File: config.mk
export PLATFORM = sky130hd
export DESIGN_NAME = kick_dribble_ctrl
export DESIGN_NICKNAME = d
export VERILOG_FILES = /design/src/rtl/kick_dribble_ctrl.sv
export SDC_FILE = /design/constraint.sdc
export NUM_CORES = 1
export LEC_CHECK = 0
export BUFFER_PORTS_ARGS = -buffer_cell sky130_fd_sc_hd__buf_2
export CORE_MARGIN = 3
export CORE_UTILIZATION = 30
export DETAILED_ROUTE_END_ITERATION = 6
export MAX_ROUTING_LAYER = met4
export PLACE_DENSITY_LB_ADDON = 0.05
export SLEW_MARGIN = 10
export SYNTH_ARGS = -nofsm -noshare
export SYNTH_HDL_FRONTEND = slang
export SYNTH_SLANG_ARGS = --single-unit
File: constraint.sdc
create_clock -name clk -period 2 [get_ports clk]
set_input_delay 0.1 -clock clk [delete_from_list [all_inputs] [get_ports clk]]
set_output_delay 0.1 -clock clk [all_outputs]
set_load 0.01 [all_outputs]
File: src/rtl/kick_dribble_ctrl.sv
// kick_dribble_ctrl: dribbler enable level plus a strength-scaled kick solenoid
// pulse with a mandatory recharge lockout after every kick.
// Optional watchdog: define KICK_DRIBBLE_WATCHDOG_EN to stop the dribbler
// after WDOG_CYCLES idle cycles and raise a sticky wdog_trip flag.
module kick_dribble_ctrl #(
  parameter int CMD_W       = 8,
  parameter int DRIB_BIT    = 7,
  parameter int KICK_W      = 4,
  parameter int PULSE_UNIT  = 100,
  parameter int COOLDOWN    = 5000,
  parameter int WDOG_CYCLES = 50000
) (
  input  logic             clk,
  input  logic             rst,
  input  logic             cmd_valid,
  input  logic [CMD_W-1:0] cmd,
  output logic             dribbler_out,
  output logic             kick_out,
  output logic             kick_busy,
  output logic             kick_drop,
  output logic             wdog_trip
);

  // One counter serves both the pulse and the cooldown, so size it for the larger.
  localparam int MAX_PULSE = ((1 << KICK_W) - 1) * PULSE_UNIT;
  localparam int MAX_CNT   = (MAX_PULSE > COOLDOWN) ? MAX_PULSE : COOLDOWN;
  localparam int CNT_W     = $clog2(MAX_CNT + 1);

  typedef enum logic [1:0] {S_IDLE, S_FIRE, S_COOL} state_t;

  state_t           state_q, state_d;
  logic [CNT_W-1:0] cnt_q, cnt_d;
  logic             kick_out_q, kick_out_d;
  logic             kick_busy_q, kick_busy_d;
  logic             kick_drop_q, kick_drop_d;
  logic             drib_q;

  logic [KICK_W-1:0] strength;
  logic              kick_req;
  logic [CNT_W-1:0]  pulse_len;
  logic              unused_cmd;

  assign strength  = cmd[KICK_W-1:0];
  assign kick_req  = cmd_valid && (strength != '0);
  assign pulse_len = CNT_W'(int'(strength) * PULSE_UNIT);
  assign unused_cmd = ^cmd;

  // FSM state and shared pulse/cooldown counter
  always_ff @(posedge clk) begin
    if (rst) begin
      state_q <= S_IDLE;
      cnt_q   <= '0;
    end else begin
      state_q <= state_d;
      cnt_q   <= cnt_d;
    end
  end

  // Next state: counter holds the remaining cycles of the current phase
  always_comb begin
    state_d = state_q;
    cnt_d   = cnt_q;
    case (state_q)
      S_IDLE: begin
        if (kick_req) begin
          state_d = S_FIRE;
          cnt_d   = pulse_len;
        end
      end
      S_FIRE: begin
        if (cnt_q <= CNT_W'(1)) begin
          state_d = S_COOL;
          cnt_d   = CNT_W'(COOLDOWN);
        end else begin
          cnt_d = cnt_q - CNT_W'(1);
        end
      end
      S_COOL: begin
        if (cnt_q <= CNT_W'(1)) begin
          state_d = S_IDLE;
          cnt_d   = '0;
        end else begin
          cnt_d = cnt_q - CNT_W'(1);
        end
      end
      default: begin
        state_d = S_IDLE;
        cnt_d   = '0;
      end
    endcase
  end

  // Outputs derived from the next state so the registered copies line up with it
  always_comb begin
    kick_out_d  = (state_d == S_FIRE);
    kick_busy_d = (state_d != S_IDLE);
    kick_drop_d = kick_req && (state_q != S_IDLE);
  end

  // Registered kick outputs
  always_ff @(posedge clk) begin
    if (rst) begin
      kick_out_q  <= 1'b0;
      kick_busy_q <= 1'b0;
      kick_drop_q <= 1'b0;
    end else begin
      kick_out_q  <= kick_out_d;
      kick_busy_q <= kick_busy_d;
      kick_drop_q <= kick_drop_d;
    end
  end

`ifdef KICK_DRIBBLE_WATCHDOG_EN
  localparam int WD_W = $clog2(WDOG_CYCLES);

  logic [WD_W-1:0] wd_q;
  logic            trip_q;

  // Dribbler follows each valid word; an idle stretch of WDOG_CYCLES forces it off
  always_ff @(posedge clk) begin
    if (rst) begin
      wd_q   <= '0;
      trip_q <= 1'b0;
      drib_q <= 1'b0;
    end else if (cmd_valid) begin
      wd_q   <= '0;
      trip_q <= 1'b0;
      drib_q <= cmd[DRIB_BIT];
    end else if (wd_q == WD_W'(WDOG_CYCLES - 1)) begin
      trip_q <= 1'b1;
      drib_q <= 1'b0;
    end else begin
      wd_q <= wd_q + WD_W'(1);
    end
  end

  assign wdog_trip = trip_q;
`else
  localparam int unused_wdog = WDOG_CYCLES;

  // Dribbler follows each valid word and otherwise holds
  always_ff @(posedge clk) begin
    if (rst) begin
      drib_q <= 1'b0;
    end else if (cmd_valid) begin
      drib_q <= cmd[DRIB_BIT];
    end
  end

  assign wdog_trip = 1'b0;
`endif

  assign dribbler_out = drib_q;
  assign kick_out     = kick_out_q;
  assign kick_busy    = kick_busy_q;
  assign kick_drop    = kick_drop_q;

endmodule

==> flow_summary.ini <==
[global_routing]
grt_max_degree = 25
overflow = 0
antenna_found_initial = 0
grt_pass1_wl_mm = 6.43
grt_use_total_pct = 15.3
grt_pass1_vias = 1311

[critical_path]
critPathMaxFanout = 4
crit_arrival_ns = 2.11
cp-end-kind = register
crit_path_start_kind = register
required_ns = 2.19
worstSetupPathType = reg2reg
crit_chain = buf_4 > ha_1 > or2_2 > a22oi_2 > or4b_1 > a31oi_1
slowest_stage = or4b_1
cpPeakStageDelay_ns = 0.46
crit_buf_inv = 1
crit_family = simple AND/OR/NAND/NOR gates

[timing]
finalClockSkew_ns = 0.00423
max_clock_freq_mhz = 521
period_share_pct = 95.9
final-hold-violation-count = 0
finalMaxSlewViolations = 0
grt_setup_unrepaired = false
period_needed_ns = 1.92
setup_violations = 0
tns_ns = 0

[finish]
antenna_cells = 0
register_area_um2 = 382
fin_nets = 231
multi_input_area_mm2 = 0.00102
fillers = 486
drive_gt1_share_pct = 23.4
syn2layout_area_growth_pct = 22.5

[floorplan]
dieArea_mm2 = 0.00566
io_pins = 16
dieHeight_um = 75.2
chipWidth_um = 75.2
start_util_pct = 31.9
core_region_area_mm2 = 0.00450
fp-row-count = 24

[power_and_ir_drop]
power.leakage_nw = 0.758
irDropWorstVdd_mv = 0.696
power.total_mw = 3.06
p_per_area_mw_per_mm2 = 1740

[synth]
ys_seq_area_share_pct = 26.5
async_reset_ff_share_pct = 0
syn_nets = 205
syn_inst = 180
synth_seq_cells = 19
synth_edf_count = 0
synth.avg_cell_area_um2 = 7.99
yosys_warnings = 0
ys.flop_type = dfxtp_1
yosysUniqueCellTypes = 48
synthesis.area_mm2 = 0.00144

[clock_network]
cts_tree = yes
clock_sinks = 19
cts-buffers-inserted = 3
clkTransAtPathRegs_ns = 0.07
cts_hold_buf = 0
clk_path_buf_depth = 2
cts_max_level = 1
clock_latency_ns = 0.26
cts_root_buf = clkbuf_8

[drt]
via_count = 1352
first_pass_iters = 4
drt_iter0_drc = 102
ant_nets = 0
routed_wl_mm = 3.85
wl_per_cell_um = 15.0
drc = 0
vias_per_cell = 5.26

[flow_run]
cap_violations = 0

[min_path]
hp-class = in2reg

[status]
outcome = finished, final reports clean

[placement]
portBuffers = 11
dp_hpwl_mm = 3.00
gp_congestion = 0.845
## state kept, by name, summed over array words and instances (netlist names)
register,count
kick_busy,1
state_q,2
kick_drop,1
kick_out,1
cnt_q,13
dribbler_out,1
## through the flow
step / utilization [%] / hold WS [ns] / cell area [µm²] / std cells / worst slack (ns)
after global routing: 39.1 / 0.145 / 1760 / 257 / 0.0136
after detailed placement: 36.9 / 0.390 / 1660 / 253 / 0.00124
final: 39.1 / 0.111 / 1760 / 257 / 0.0821
after CTS: 37.9 / 0.118 / 1710 / 257 / 0.0157
after floorplan: - / 0.247 / 1440 / 180 / 0.0488
after global placement: 36.9 / 0.336 / 1660 / 253 / 0.0134
## routing by layer
| metal | up-vias | wire [µm] | GRT usage [%] |
|---|---|---|---|
| li1 | 695 | - | - |
| met2 | 22 | 1840 | 24.0 |
| met5 | - | 0 | - |
| met1 | 633 | 1870 | 20.4 |
| met4 | 0 | 15 | 2.91 |
| met3 | 2 | 120 | 3.34 |
## cells in the final DEF (no fill, tap or decap), types with 2 or more instances in the layout
master	instances
o21ai_0	7
inv_1	11
clkbuf_8	3
or3_1	4
nor2_1	17
xor2_1	4
a211oi_1	4
a2111oi_0	3
xnor2_1	4
o31ai_1	2
dfxtp_1	18
ha_1	12
a21oi_1	14
a31oi_1	4
buf_2	11
inv_2	2
mux2i_1	3
o21ai_1	2
nor2b_1	2
buf_4	19
nor3_1	8
nor4_4	3
nand2_1	13
nand3_1	3
nand2b_1	2
a21o_1	2
## logic make-up (layout without fill, tap and decap cells)
family	after synthesis	after routing	synth area share, %
AND/OR/NAND/NOR	64	64	24.9
AO/OA/AOI/OAI	49	49	22.6
buffers and inverters	22	47	6.09
flip-flops	19	19	26.5
adder cells (fa/ha/maj)	14	14	12.7
XOR/XNOR	8	8	4.87
multiplexers	3	3	2.09
other	1	1	0.261
## layout make-up
type | instances | share of cell area, %
Clock buffer | 4 | 2.56
Inverter | 13 | 2.77
Multi-Input combinational cell | 139 | 58.1
Sequential cell | 19 | 21.7
Tap cell | 52 | 3.70
Timing Repair Buffer | 30 | 11.2
## power breakdown
group          leakage [nW]  internal [mW]  switching, mW
logic                 0.579          0.979           1.10
registers             0.157          0.526          0.186
clock network        0.0228          0.142          0.131
## worst min-delay path, cell delays in order
cell and delay (ns):
buf_2 0.07, mux2i_1 0.06, nor2_1 0.09
## final timing paths
check	endpoint	from	cells past startpoint	slack (ns)
hold / removal	dribbler_out	cmd[7]	3	0.11
setup / recovery	cnt_q[11]	cnt_q[0]	6	0.08
setup reg to reg	cnt_q[11]	cnt_q[0]	6	0.08
hold reg to reg	dribbler_out	dribbler_out	2	0.53
## what timing repair did
action,in CTS,in global routing
buffers inserted,0,0
hold endpoints to repair,0,0
resized for setup,0,12
endpoints found under the setup margin,0,3
## cells in the mapped netlist (3+ instances only)
library cell,number,area (µm²)
a2111oi_0,4,35.0
a31oi_1,4,25.0
xnor2_1,4,35.0
mux2i_1,3,30.0
nand2_1,13,48.8
a211oi_1,4,30.0
dfxtp_1,19,380
nor4_1,3,18.8
inv_1,13,48.8
o21ai_0,7,35.0
a21oi_1,14,70.1
ha_1,13,163
nand3_1,3,15.0
xor2_1,4,35.0
clkbuf_1,7,26.3
nor3_1,8,40.0
nor2_1,17,63.8
or3_1,4,25.0
Note: power is estimated with default switching activity, not from simulation.
